===== src/rtl/core_wb_arbiter.sv =====
// Round-robin Wishbone arbiter: N_M masters onto one slave port, with locked
// grants held for the whole cycle and a per-access ack/err timeout.
module core_wb_arbiter #(
    parameter int unsigned N_M     = 3,
    parameter int unsigned TIMEOUT = 255
) (
    input  logic                 clk,
    input  logic                 rst_i,
    input  logic [N_M-1:0]       m_cyc_i,
    input  logic [N_M-1:0]       m_stb_i,
    input  logic [N_M-1:0]       m_we_i,
    input  logic [4*N_M-1:0]     m_sel_i,
    input  logic [32*N_M-1:0]    m_adr_i,
    input  logic [32*N_M-1:0]    m_dat_i,
    output logic [31:0]          m_dat_o,
    output logic [N_M-1:0]       m_ack_o,
    output logic [N_M-1:0]       m_err_o,
    output logic                 s_cyc_o,
    output logic                 s_stb_o,
    output logic                 s_we_o,
    output logic [3:0]           s_sel_o,
    output logic [31:0]          s_adr_o,
    output logic [31:0]          s_dat_o,
    input  logic [31:0]          s_dat_i,
    input  logic                 s_ack_i,
    input  logic                 s_err_i,
    output logic [N_M-1:0]       gnt_o,
    output logic                 timeout_o
);

    localparam int unsigned IDX_W = (N_M > 1) ? $clog2(N_M) : 1;
    localparam int unsigned CNT_W = 16;
    localparam logic [IDX_W-1:0] LAST_RST = IDX_W'(N_M - 1);
    localparam logic [CNT_W-1:0] CNT_LAST = CNT_W'(TIMEOUT - 1);

    typedef enum logic [1:0] {
        IDLE  = 2'd0,
        BUSY  = 2'd1,
        DRAIN = 2'd2
    } state_t;

    state_t             state_q, state_d;
    logic [N_M-1:0]     gnt_q, gnt_d;
    logic [IDX_W-1:0]   last_q, last_d;
    logic [CNT_W-1:0]   cnt_q, cnt_d;

    logic               pick_vld;
    logic [IDX_W-1:0]   pick_idx;
    logic               sel_cyc, sel_stb, sel_we;
    logic [3:0]         sel_sel;
    logic [31:0]        sel_adr, sel_dat;
    logic               busy;
    logic               waiting;
    logic               to_hit;

    // Round-robin search starting one past the last granted master.
    always_comb begin
        pick_vld = 1'b0;
        pick_idx = '0;
        for (int unsigned k = 1; k <= N_M; k++) begin
            for (int unsigned j = 0; j < N_M; j++) begin
                if (!pick_vld && m_cyc_i[j] && (j == (32'(last_q) + k) % N_M)) begin
                    pick_vld = 1'b1;
                    pick_idx = IDX_W'(j);
                end
            end
        end
    end

    // One-hot AND-OR mux of the granted master's bus signals.
    always_comb begin
        sel_cyc = 1'b0;
        sel_stb = 1'b0;
        sel_we  = 1'b0;
        sel_sel = '0;
        sel_adr = '0;
        sel_dat = '0;
        for (int i = 0; i < int'(N_M); i++) begin
            sel_cyc = sel_cyc | (m_cyc_i[i] & gnt_q[i]);
            sel_stb = sel_stb | (m_stb_i[i] & gnt_q[i]);
            sel_we  = sel_we  | (m_we_i[i]  & gnt_q[i]);
            sel_sel = sel_sel | (m_sel_i[4*i +: 4]   & {4{gnt_q[i]}});
            sel_adr = sel_adr | (m_adr_i[32*i +: 32] & {32{gnt_q[i]}});
            sel_dat = sel_dat | (m_dat_i[32*i +: 32] & {32{gnt_q[i]}});
        end
    end

    assign busy    = (state_q == BUSY) && !rst_i;
    assign waiting = (state_q == BUSY) && sel_stb && !s_ack_i && !s_err_i;
    assign to_hit  = waiting && (cnt_q == CNT_LAST);

    // Next-state logic: grant in IDLE, hold while cyc high, abort on timeout.
    always_comb begin
        state_d = state_q;
        gnt_d   = gnt_q;
        last_d  = last_q;
        cnt_d   = '0;
        unique case (state_q)
            IDLE: begin
                if (pick_vld) begin
                    state_d = BUSY;
                    gnt_d   = N_M'(1) << pick_idx;
                    last_d  = pick_idx;
                end
            end
            BUSY: begin
                if (!sel_cyc) begin
                    state_d = IDLE;
                    gnt_d   = '0;
                end else if (to_hit) begin
                    state_d = DRAIN;
                end else if (waiting) begin
                    cnt_d = cnt_q + CNT_W'(1);
                end
            end
            DRAIN: begin
                if (!sel_cyc) begin
                    state_d = IDLE;
                    gnt_d   = '0;
                end
            end
            default: begin
                state_d = IDLE;
                gnt_d   = '0;
            end
        endcase
    end

    always_ff @(posedge clk) begin
        if (rst_i) begin
            state_q <= IDLE;
            gnt_q   <= '0;
            last_q  <= LAST_RST;
            cnt_q   <= '0;
        end else begin
            state_q <= state_d;
            gnt_q   <= gnt_d;
            last_q  <= last_d;
            cnt_q   <= cnt_d;
        end
    end

    // Slave side follows the granted master; a timeout cuts cyc/stb at once.
    assign s_cyc_o   = busy & sel_cyc & ~to_hit;
    assign s_stb_o   = busy & sel_stb & ~to_hit;
    assign s_we_o    = busy & sel_we;
    assign s_sel_o   = sel_sel;
    assign s_adr_o   = sel_adr;
    assign s_dat_o   = sel_dat;

    assign m_dat_o   = s_dat_i;
    assign m_ack_o   = busy ? (gnt_q & {N_M{s_ack_i}}) : '0;
    assign m_err_o   = busy ? (gnt_q & {N_M{s_err_i | to_hit}}) : '0;
    assign timeout_o = busy & to_hit;
    assign gnt_o     = gnt_q;

endmodule


===== config.mk =====
export PLATFORM = sky130hd
export DESIGN_NAME = core_wb_arbiter
export DESIGN_NICKNAME = d
export VERILOG_FILES = /design/src/rtl/core_wb_arbiter.sv
export SDC_FILE = /design/constraint.sdc
export NUM_CORES = 1
export LEC_CHECK = 0
export ABC_AREA = 1
export BUFFER_PORTS_ARGS = -buffer_cell sky130_fd_sc_hd__buf_2
export CAP_MARGIN = 20
export CORE_AREA = 2 2 141 143
export CTS_CLUSTER_SIZE = 40
export DETAILED_ROUTE_END_ITERATION = 6
export DIE_AREA = 0 0 143 145
export GPL_TIMING_DRIVEN = 0
export PLACE_DENSITY_LB_ADDON = 0.1
export SLEW_MARGIN = 15
export SYNTH_ARGS = -nofsm -noshare
export SYNTH_HDL_FRONTEND = slang
export SYNTH_SLANG_ARGS = --single-unit

===== constraint.sdc =====
create_clock -name clk -period 3.3 [get_ports clk]
set_input_delay 0.495 -clock clk [delete_from_list [all_inputs] [get_ports clk]]
set_output_delay 0.495 -clock clk [all_outputs]
set_load 0.03 [all_outputs]

==> flow_summary.yaml <==
grt:
  grt_overflow: 0
  antenna_found_initial: 6
  grt_first_pass_wirelength_mm: 25.3
  grt_start_max_net_pins: 14
  grt_pass1_vias: 4348
  grtUsageTotal_pct: 15.7
synth:
  ys_types: 34
  async_flop_share_pct: 0
  yosys_warnings: 0
  synth_edf_count: 0
  ys_seq_elements: 23
  synthCells: 557
  syn_avg_cell_area_um2: 5.31
  yosysSeqAreaShare_pct: 15.6
  ys.flop_type: "dfxtp_1"
  synth_fp_nets: 813
  syn_area_um2: 2960
place:
  dp_hpwl_mm: 15.2
  place.gp.congestion: 0.829
  port_buffers: 329
  placedCellCount: 1151
critical_path:
  cp_common_cell: "buf_2"
  cp.required_ps: 2800
  cp.buffers_inverters: 4
  start_kind: "flip-flop"
  end_kind: "output pin"
  crit_type: "flip-flop to output pin"
  arrival_ps: 2080
  critical-path-top-delay-family: "buffers and inverters"
  cp_slowest_cell: "clkbuf_1"
  cp_max_fo: 10
  max_stage_delay_ps: 580
  path_cells: "buf_2, clkbuf_1, inv_1, nor3_1, buf_2"
pwr:
  pwr-share-clk_pct: 9.2
  p_int_mw: 1.17
  peakVddDrop_mv: 0.231
  swShare_pct: 61.1
  leakage_nw: 2.82
  seqPwrFrac_pct: 11.1
  p_total_mw: 2.99
  p_per_area_nw_per_um2: 597
  power_switching_mw: 1.83
  pwr-share-comb_pct: 79.6
clock_network:
  cts_resized: 0
  tritoncts: "yes"
  cts.path.max_buffers: 2
  clock_latency_ps: 260
  clock_sinks: 23
  cts-root-buf: "clkbuf_16"
  cts.clk_slew.worst_paths_ps: 70
  cts_setup_buffers: 0
  ctsHoldBuffers: 0
  cts_buffers: 3
  h-tree-depth: 1
drt:
  drtIter0Drc: 165
  vias: 4522
  drt-pass1-iter-count: 5
  drc: 0
  via_per_inst: 3.92
  wl_mm: 17.7
  ant_nets: 0
  wire_per_inst_um: 15.3
final_layout:
  area_delta_synth_final_pct: 69.6
  drive_gt1_share_pct: 44.5
  nets: 1147
  instances_no_fill: 1155
  layout_commonest_cell: "buf_2"
  n_antenna_cell: 0
  final_cell_mix: "buf_2, nand2_1, nand3_1"
hold_path:
  hp-class: "flip-flop to flip-flop"
timing:
  worst_slew_pin_slew_ps: 704
  final_hold_viol_count: 0
  tns_ps: 0
  rsz0062_at_grt: "false"
  timing.slew.headroom_pct: 53.1
  finalSetupViolCount: 0
  holdWs_ps: 463
  report.final.slew_viol_count: 0
  fin_skew_ps: 2.06
  fmaxAchievable_mhz: 389
  min_period_over_period_pct: 77.9
  finalCriticalPeriod_ps: 2570
floorplan:
  die_y_um: 145
  dieArea_um2: 20700
  start_util_pct: 15.4
  coreArea_um2: 19200
  rows: 51
  die_x_um: 143
  io_pins: 362
job:
  drv_cap: 0
run_status:
  status: "finished, final reports clean"
==> sequential cells by signal, indices dropped and copies added, names as in the netlist <==
register  count
gnt_o         3
last_q        2
cnt_q        16
state_q       2
==> cells in the mapped netlist (4+ instances only) <==
cell type | count | area (µm²)
buf_4 | 34 | 255
nor3_1 | 13 | 65.1
ha_1 | 7 | 87.6
nor2_1 | 40 | 150
inv_2 | 4 | 15.0
clkbuf_1 | 19 | 71.3
nand2_1 | 261 | 980
inv_1 | 30 | 113
nand2_2 | 7 | 43.8
dfxtp_1 | 23 | 460
xor2_1 | 4 | 35.0
nand3_1 | 80 | 400
==> logic make-up (layout without fill, tap and decap cells) <==
family                     after synthesis  after routing  share of synthesized area (%)
DFF                                     23             23                           15.6
AOI/OAI and AO/OA                       12             12                           2.67
xor gates and xnor gates                 5              5                           1.48
buffers and inverters                   91            424                           16.2
adders and majority gates                7              7                           2.96
and+or+nand+nor                        419            419                           61.1
==> final cells by class <==
cell class	instances	area, µm²
plain buffers	57	352
clock buffers	3	75.1
clock inverters	1	5.00
fillers	2293	14200
inverters	34	128
multi-input cells	443	2020
flip-flops and latches	23	460
well taps	265	332
repair buffers	329	1650
==> worst paths after layout <==
check	from	endpoint	slack (ps)	depth (start not counted)
max	gnt_o[0]	m_err_o[0]	730	5
min	cnt_q[7]	cnt_q[7]	460	2
max reg2reg	last_q[0]	gnt_o[1]	1490	12
min reg2reg	cnt_q[7]	cnt_q[7]	460	2
==> tightest hold or removal path, delay by kind of cell, from the launching register on <==
family | cells | cell delay (ps)
DFF | 1 | 310
buffers and inverters | 1 | 50
AOI/OAI and AO/OA | 1 | 50
==> stage by stage <==
| stage | instance area (µm²) | utilization [%] | worst slack [ps] |
|---|---|---|---|
| 4_1_cts | 5020 | 26.1 | 553 |
| 5_1_grt | 5020 | 26.1 | 438 |
| 6_report | 5020 | 26.1 | 728 |
| 3_5_place_dp | 4940 | 25.7 | 855 |
| 2_1_floorplan | 2960 | - | 915 |
| 3_3_place_gp | 4940 | 25.7 | 816 |
==> power groups by stage <==
stage	Sequential (mW)	Combinational, mW	Clock, mW
after floorplan	0.355	1.57	0
after global placement	0.343	2.45	0
after detailed placement	0.341	2.42	0
after CTS	0.334	2.43	0.286
after global routing	0.338	2.60	0.296
final	0.333	2.38	0.277
==> layer usage <==
metal  routed length [µm]  vias to the layer above  share of wire, %  global-route usage (%)
met5                   69                        -              0.39                       0
met4                  100                        8              0.57                    1.39
li1                     -                     2379                 -                       -
met3                 1310                       16               7.4                    3.10
met2                 8910                      161                50                    29.3
met1                 7300                     1958                41                    19.1
No activity file was read; power rests on OpenSTA's default activity.
